### config.mk
export PLATFORM = sky130hd
export DESIGN_NAME = board_input_conditioner_flat
export DESIGN_NICKNAME = d
export VERILOG_FILES = /design/src/rtl/board_io_pkg.sv /design/src/rtl/board_input_conditioner_if.sv /design/src/rtl/debounce_bit.sv /design/src/rtl/board_input_conditioner.sv /design/src/flat_wrapper.sv
export SDC_FILE = /design/constraint.sdc
export NUM_CORES = 1
export LEC_CHECK = 0
export ABC_CLOCK_PERIOD_IN_PS = 2500
export CAP_MARGIN = 20
export CORE_UTILIZATION = 40
export DETAILED_ROUTE_END_ITERATION = 10
export SYNTH_ARGS = -nofsm -noshare
export SYNTH_HDL_FRONTEND = slang
export SYNTH_SLANG_ARGS = --single-unit
### constraint.sdc
create_clock -name clk -period 2.5 [get_ports clk]
set_input_delay 0.25 -clock clk [delete_from_list [all_inputs] [get_ports clk]]
set_output_delay 0.25 -clock clk [all_outputs]
set_load 0.01 [all_outputs]
### src/rtl/board_io_pkg.sv
// board_io_pkg: shared defaults and widths for the board input front end.
package board_io_pkg;
    localparam int DEF_N_BTN           = 5;
    localparam int DEF_N_SW            = 8;
    localparam int DEF_DEBOUNCE_CYCLES = 500000;
    localparam int PRESS_CNT_W         = 16;
    typedef logic [PRESS_CNT_W-1:0] press_cnt_t;
endpackage

### src/rtl/board_input_conditioner_if.sv
// board_input_conditioner_if: raw pins towards the conditioner, clean levels,
// pulses and the press counter back to the consumers.
interface board_input_conditioner_if
    import board_io_pkg::*;
#(
    parameter int N_BTN = DEF_N_BTN,
    parameter int N_SW  = DEF_N_SW
);
    logic [N_BTN-1:0] btn_raw;
    logic [N_BTN-1:0] btn_level;
    logic [N_BTN-1:0] btn_press;
    logic [N_BTN-1:0] btn_release;
    logic [N_SW-1:0]  sw_raw;
    logic [N_SW-1:0]  sw_level;
    logic [N_SW-1:0]  sw_change;
    press_cnt_t       press_cnt;
    modport master (
        output btn_raw, sw_raw,
        input  btn_level, btn_press, btn_release, sw_level, sw_change, press_cnt
    );
    modport slave (
        input  btn_raw, sw_raw,
        output btn_level, btn_press, btn_release, sw_level, sw_change, press_cnt
    );
endinterface

### src/rtl/debounce_bit.sv
// debounce_bit: one pin's synchronizer plus hold-time qualifier, producing the
// accepted level and one-cycle rise/fall pulses.
module debounce_bit #(
    parameter int SYNC_STAGES     = 2,
    parameter int DEBOUNCE_CYCLES = 500000
) (
    input  logic clk,
    input  logic rst_n,
    input  logic raw,
    output logic level,
    output logic rise,
    output logic fall
);
    localparam int CW = $clog2(DEBOUNCE_CYCLES);
    logic [SYNC_STAGES-1:0] sync_q;
    logic [CW-1:0]          cnt_q, cnt_d;
    logic                   stable_q, stable_d;
    logic                   rise_q, rise_d, fall_q, fall_d;
    logic                   sync, accept;
    // any return to the accepted value wipes the run, so only a full hold wins
    always_comb begin
        sync     = sync_q[SYNC_STAGES-1];
        accept   = (sync != stable_q) && (cnt_q == CW'(DEBOUNCE_CYCLES - 1));
        cnt_d    = (sync == stable_q || accept) ? '0 : cnt_q + CW'(1);
        stable_d = accept ? sync : stable_q;
        rise_d   = accept & sync;
        fall_d   = accept & ~sync;
    end
    always_ff @(posedge clk or negedge rst_n) begin
        if (!rst_n) begin
            sync_q   <= '0;
            cnt_q    <= '0;
            stable_q <= 1'b0;
            rise_q   <= 1'b0;
            fall_q   <= 1'b0;
        end else begin
            sync_q   <= {sync_q[SYNC_STAGES-2:0], raw};
            cnt_q    <= cnt_d;
            stable_q <= stable_d;
            rise_q   <= rise_d;
            fall_q   <= fall_d;
        end
    end
    assign level = stable_q;
    assign rise  = rise_q;
    assign fall  = fall_q;
endmodule

### src/rtl/board_input_conditioner.sv
// board_input_conditioner: per-bit debounce of buttons and switches plus a
// running count of accepted button presses.
module board_input_conditioner
    import board_io_pkg::*;
#(
    parameter int N_BTN           = DEF_N_BTN,
    parameter int N_SW            = DEF_N_SW,
    parameter int SYNC_STAGES     = 2,
    parameter int DEBOUNCE_CYCLES = DEF_DEBOUNCE_CYCLES
) (
    input logic                        clk,
    input logic                        rst_n,
    board_input_conditioner_if.slave   io
);
    logic [N_BTN-1:0] btn_level, btn_press, btn_release;
    logic [N_SW-1:0]  sw_level, sw_rise, sw_fall;
    press_cnt_t       press_cnt_q, press_cnt_d;
    for (genvar i = 0; i < N_BTN; i++) begin : g_btn
        debounce_bit #(.SYNC_STAGES(SYNC_STAGES), .DEBOUNCE_CYCLES(DEBOUNCE_CYCLES)) u_bit (
            .clk(clk), .rst_n(rst_n), .raw(io.btn_raw[i]),
            .level(btn_level[i]), .rise(btn_press[i]), .fall(btn_release[i])
        );
    end
    for (genvar i = 0; i < N_SW; i++) begin : g_sw
        debounce_bit #(.SYNC_STAGES(SYNC_STAGES), .DEBOUNCE_CYCLES(DEBOUNCE_CYCLES)) u_bit (
            .clk(clk), .rst_n(rst_n), .raw(io.sw_raw[i]),
            .level(sw_level[i]), .rise(sw_rise[i]), .fall(sw_fall[i])
        );
    end
    always_comb press_cnt_d = press_cnt_q + PRESS_CNT_W'($countones(btn_press));
    always_ff @(posedge clk or negedge rst_n) begin
        if (!rst_n) press_cnt_q <= '0;
        else        press_cnt_q <= press_cnt_d;
    end
    // rise and fall come from the same accept and never overlap
    assign io.sw_change   = sw_rise | sw_fall;
    assign io.sw_level    = sw_level;
    assign io.btn_level   = btn_level;
    assign io.btn_press   = btn_press;
    assign io.btn_release = btn_release;
    assign io.press_cnt   = press_cnt_q;
endmodule

### src/flat_wrapper.sv
// flat-port wrapper written by rule: the top's interface ports become plain ports
module board_input_conditioner_flat import board_io_pkg::*;
#(
    parameter int N_BTN           = DEF_N_BTN,
    parameter int N_SW            = DEF_N_SW,
    parameter int SYNC_STAGES     = 2,
    parameter int DEBOUNCE_CYCLES = DEF_DEBOUNCE_CYCLES
)
  (clk, rst_n, io_btn_raw, io_sw_raw, io_btn_level, io_btn_press, io_btn_release, io_sw_level, io_sw_change, io_press_cnt);
  board_input_conditioner_if #(.N_BTN(N_BTN), .N_SW(N_SW)) io_i ();
  input logic clk;
  input logic rst_n;
  input wire logic [$bits(io_i.btn_raw)-1:0] io_btn_raw;
  input wire logic [$bits(io_i.sw_raw)-1:0] io_sw_raw;
  output wire logic [$bits(io_i.btn_level)-1:0] io_btn_level;
  output wire logic [$bits(io_i.btn_press)-1:0] io_btn_press;
  output wire logic [$bits(io_i.btn_release)-1:0] io_btn_release;
  output wire logic [$bits(io_i.sw_level)-1:0] io_sw_level;
  output wire logic [$bits(io_i.sw_change)-1:0] io_sw_change;
  output wire logic [$bits(io_i.press_cnt)-1:0] io_press_cnt;
  assign io_i.btn_raw = io_btn_raw;
  assign io_i.sw_raw = io_sw_raw;
  assign io_btn_level = io_i.btn_level;
  assign io_btn_press = io_i.btn_press;
  assign io_btn_release = io_i.btn_release;
  assign io_sw_level = io_i.sw_level;
  assign io_sw_change = io_i.sw_change;
  assign io_press_cnt = io_i.press_cnt;
  board_input_conditioner #(.N_BTN(N_BTN), .N_SW(N_SW), .SYNC_STAGES(SYNC_STAGES), .DEBOUNCE_CYCLES(DEBOUNCE_CYCLES)) u_core (.clk(clk), .rst_n(rst_n), .io(io_i));
endmodule
==> impl_results.md <==
- Final #Nets: 1638
- Maximum buffer depth of the clock tree: 3
- Critical path startpoint category: flip-flop
- Synth top area share: 0.525
- Avg Cell Area, Syn: 10.4 µm²
- Syn-to-layout area delta: 16.7%
- Gr usage total: 0.155
- Post-synthesis sequential area ratio: 0.525
- Final hold vios: 0
- Routed wire length: 29400 µm
- Cell taking the most area after synthesis: dfrtp_1
- Clk sinks: 328
- DRC violations left: 1
- Detailed Place HPWL: 19900 µm
- Period utilization: 0.984
- Pin count of the biggest net entering global routing: 72
- Final Max Tran Viols: 0
- Initial antenna violation count: 0
- Ant. Diodes: 0
- Vias per cell: 5.17
- Overflow after GRT: 0
- Main synth FF type: dfrtp_1
- Worst-path clk slew: 0.06 ns
- Crit path capture type: flip-flop
- VDD IR max: 0.386 mV
- Initial drt markers: 435
- Post-Syn Area: 15600 µm²
- Row count: 72
- CTS tree: done
- Hold Path Class: in2reg
- Post-CTS Setup Bufs: 0
- Power Dens Cells: 615 nW/µm²
- Initial core utilization: 0.405
- Number of global-route vias before repair: 10700
- DR pass1 iterations: 8
- Outcome: complete, but fails checks
- Most frequent cells after synthesis: dfrtp_1, nor2_1, xnor2_1, nand3_1, nand2_1
- Max_slew headroom: 0.632
- Total power: 11.2 mW
- Worst-path maximum fanout: 3
- Fmax: 407 MHz
- Req. time, crit path: 2.92 ns
- Largest cells by area after synthesis: dfrtp_1, xnor2_1, nor2_1
- Die area: 39900 µm²
- Clock Root Buffer: clkbuf_16
- H-tree lvl count: 2
- Count of flip-flops with a built-in enable after synthesis: 0
- Share of layout cells above drive strength 1: 0.101
- Buffers on Ports: 61
- TritonCTS Buffers: 38
- Synthesized net count: 1543
- Post-synthesis register bit count: 328
- Post-route minimum period: 2.46 ns
- Distinct cells, synth: 41
- Post-Place Setup Slack: 0.0207 ns
- Chip Width: 200 µm
- Worst-Margin Slew: 0.547 ns
- DR vias: 11100
- Max_cap viols: 0
- Crit path kind: reg2reg
- Critical Path AT: 2.88 ns
- ANT nets after route: 0
- Yosys warnings: 0
- Unrepaired setup endpoints after global routing: true
- Worst skew pair latency: 0.55 ns
- Setup Skew: 0.0315 ns
- Per-cell routed wire length: 13.7 µm
- Ys async rst share: 1.00
- Leakage: 7.38 nW
- Cells after Synth: 1507
- Placer congestion estimate: 0.791
- Core area: 38600 µm²
- Layout fillers: 3652
- # IOs: 62
- Violated checks: DRC
- PnR worst setup slack: 0.0404 ns
- Count leader, synth: dfrtp_1
- Die Y: 200 µm
- WHS: 0.135 ns
- # setup viols final: 0
- Global-route wire length before repair: 51200 µm
-- path summary, 6_finish.rpt --
path	from	to	slack [ns]	depth (start not counted)
worst max-delay path	u_core.g_btn[1].u_bit.rise	u_core.io.press_cnt[12]	0.04	10
worst min-delay path	io_btn_raw[4]	u_core.g_btn[4].u_bit.sync_q[0]	0.13	1
worst max register to register	u_core.g_btn[1].u_bit.rise	u_core.io.press_cnt[12]	0.04	10
worst min register to register	u_core.g_sw[3].u_bit.sync_q[0]	u_core.g_sw[3].u_bit.sync_q[1]	0.34	0
max in group asynchronous	rst_n	u_core.g_sw[6].u_bit.cnt_q[13]	1.54	3
min in group asynchronous	rst_n	u_core.g_btn[1].u_bit.cnt_q[11]	0.23	2
-- layout make-up --
| class | count | area (µm²) | share of cell area |
|---|---|---|---|
| tap | 518 | 648 | 0.0356 |
| inverter | 36 | 135 | 0.00741 |
| sequential | 328 | 8210 | 0.450 |
| clock inverter | 14 | 145 | 0.00796 |
| multi-input combinational | 1086 | 6960 | 0.382 |
| timing repair buffer | 112 | 1050 | 0.0577 |
| clock buffer | 52 | 1080 | 0.0595 |
-- metrics by stage --
stage	instance area, µm²	instances	util	TNS (ns)
3_3_place_gp	17000	2079	0.440	0
5_1_grt	18200	2146	0.473	-0.330
3_5_place_dp	17000	2079	0.440	0
4_1_cts	18200	2146	0.473	0
2_1_floorplan	15600	1507	-	0
6_report	18200	2146	0.473	0
-- cell usage in the layout (no fill, tap or decap), types with 3 or more instances in the layout --
master / instances
nor4b_1: 8
o31ai_1: 20
o41ai_2: 3
or3_1: 17
nor4bb_1: 6
mux2i_1: 6
clkbuf_8: 6
mux2_2: 11
o41ai_4: 8
buf_4: 46
buf_12: 4
nor3_1: 41
clkbuf_1: 7
and3_1: 25
fa_1: 3
nand2_1: 78
nand3b_1: 9
clkbuf_16: 39
or2_2: 27
nand3_1: 104
xnor2_1: 129
a21oi_1: 43
or4_1: 31
nor4_1: 60
nor3b_1: 30
xor2_1: 74
o21ai_0: 19
clkinv_2: 9
nor2_1: 217
ha_1: 18
and4_1: 12
clkdlybuf4s50_1: 60
dfrtp_1: 328
inv_1: 36
nand4_1: 74
-- routing by layer --
metal / vias to the layer above / wire length [µm] / global-route usage
met2: 142 / 13200 / 0.242
li1: 5521 / - / -
met3: 41 / 1180 / 0.0366
met4: 0 / 596 / 0.0455
met5: - / 0 / 0
met1: 5388 / 14400 / 0.212
-- worst max-delay path: stages, from the launching register on --
cell     delay [ns]
dfrtp_1        0.37
ha_1           0.27
inv_1          0.05
fa_1           0.51
inv_1          0.04
ha_1           0.20
fa_1           0.40
a21oi_2        0.16
buf_4          0.13
nor4_1         0.04
xor2_1         0.14
-- where the power goes --
group / internal, mW / switching [mW]
Combinational: 0.130 / 0.216
Sequential: 5.38 / 0.0748
Clock: 3.25 / 2.16
Total: 8.76 / 2.45
-- state kept, by name, indices dropped and copies added, names as in the netlist --
register	flops
u_core.io.press_cnt	16
u_core.g_btn.u_bit.level	5
u_core.g_btn.u_bit.sync_q	10
u_core.g_sw.u_bit.level	8
u_core.g_btn.u_bit.fall	5
u_core.g_sw.u_bit.cnt_q	152
u_core.g_sw.u_bit.sync_q	16
u_core.g_sw.u_bit.fall	8
u_core.g_btn.u_bit.cnt_q	95
u_core.g_btn.u_bit.rise	5
u_core.g_sw.u_bit.rise	8
-- kinds of logic (layout without fill, tap and decap cells) --
family | after synthesis | in the layout | synth area share
xor+xnor | 203 | 203 | 0.114
mux | 19 | 19 | 0.0137
buf+inv | 93 | 214 | 0.0297
compound gates | 99 | 99 | 0.0493
flops | 328 | 328 | 0.525
fa+ha+maj | 21 | 21 | 0.0183
simple gates | 744 | 744 | 0.250
-- timing repair --
action,4_1_cts,5_1_grt
hold endpoints to repair,43,0
endpoints found under the setup margin,0,9
hold buffers,1,0
gates resized for setup,0,1
Note: power is estimated with default switching activity, not from simulation.
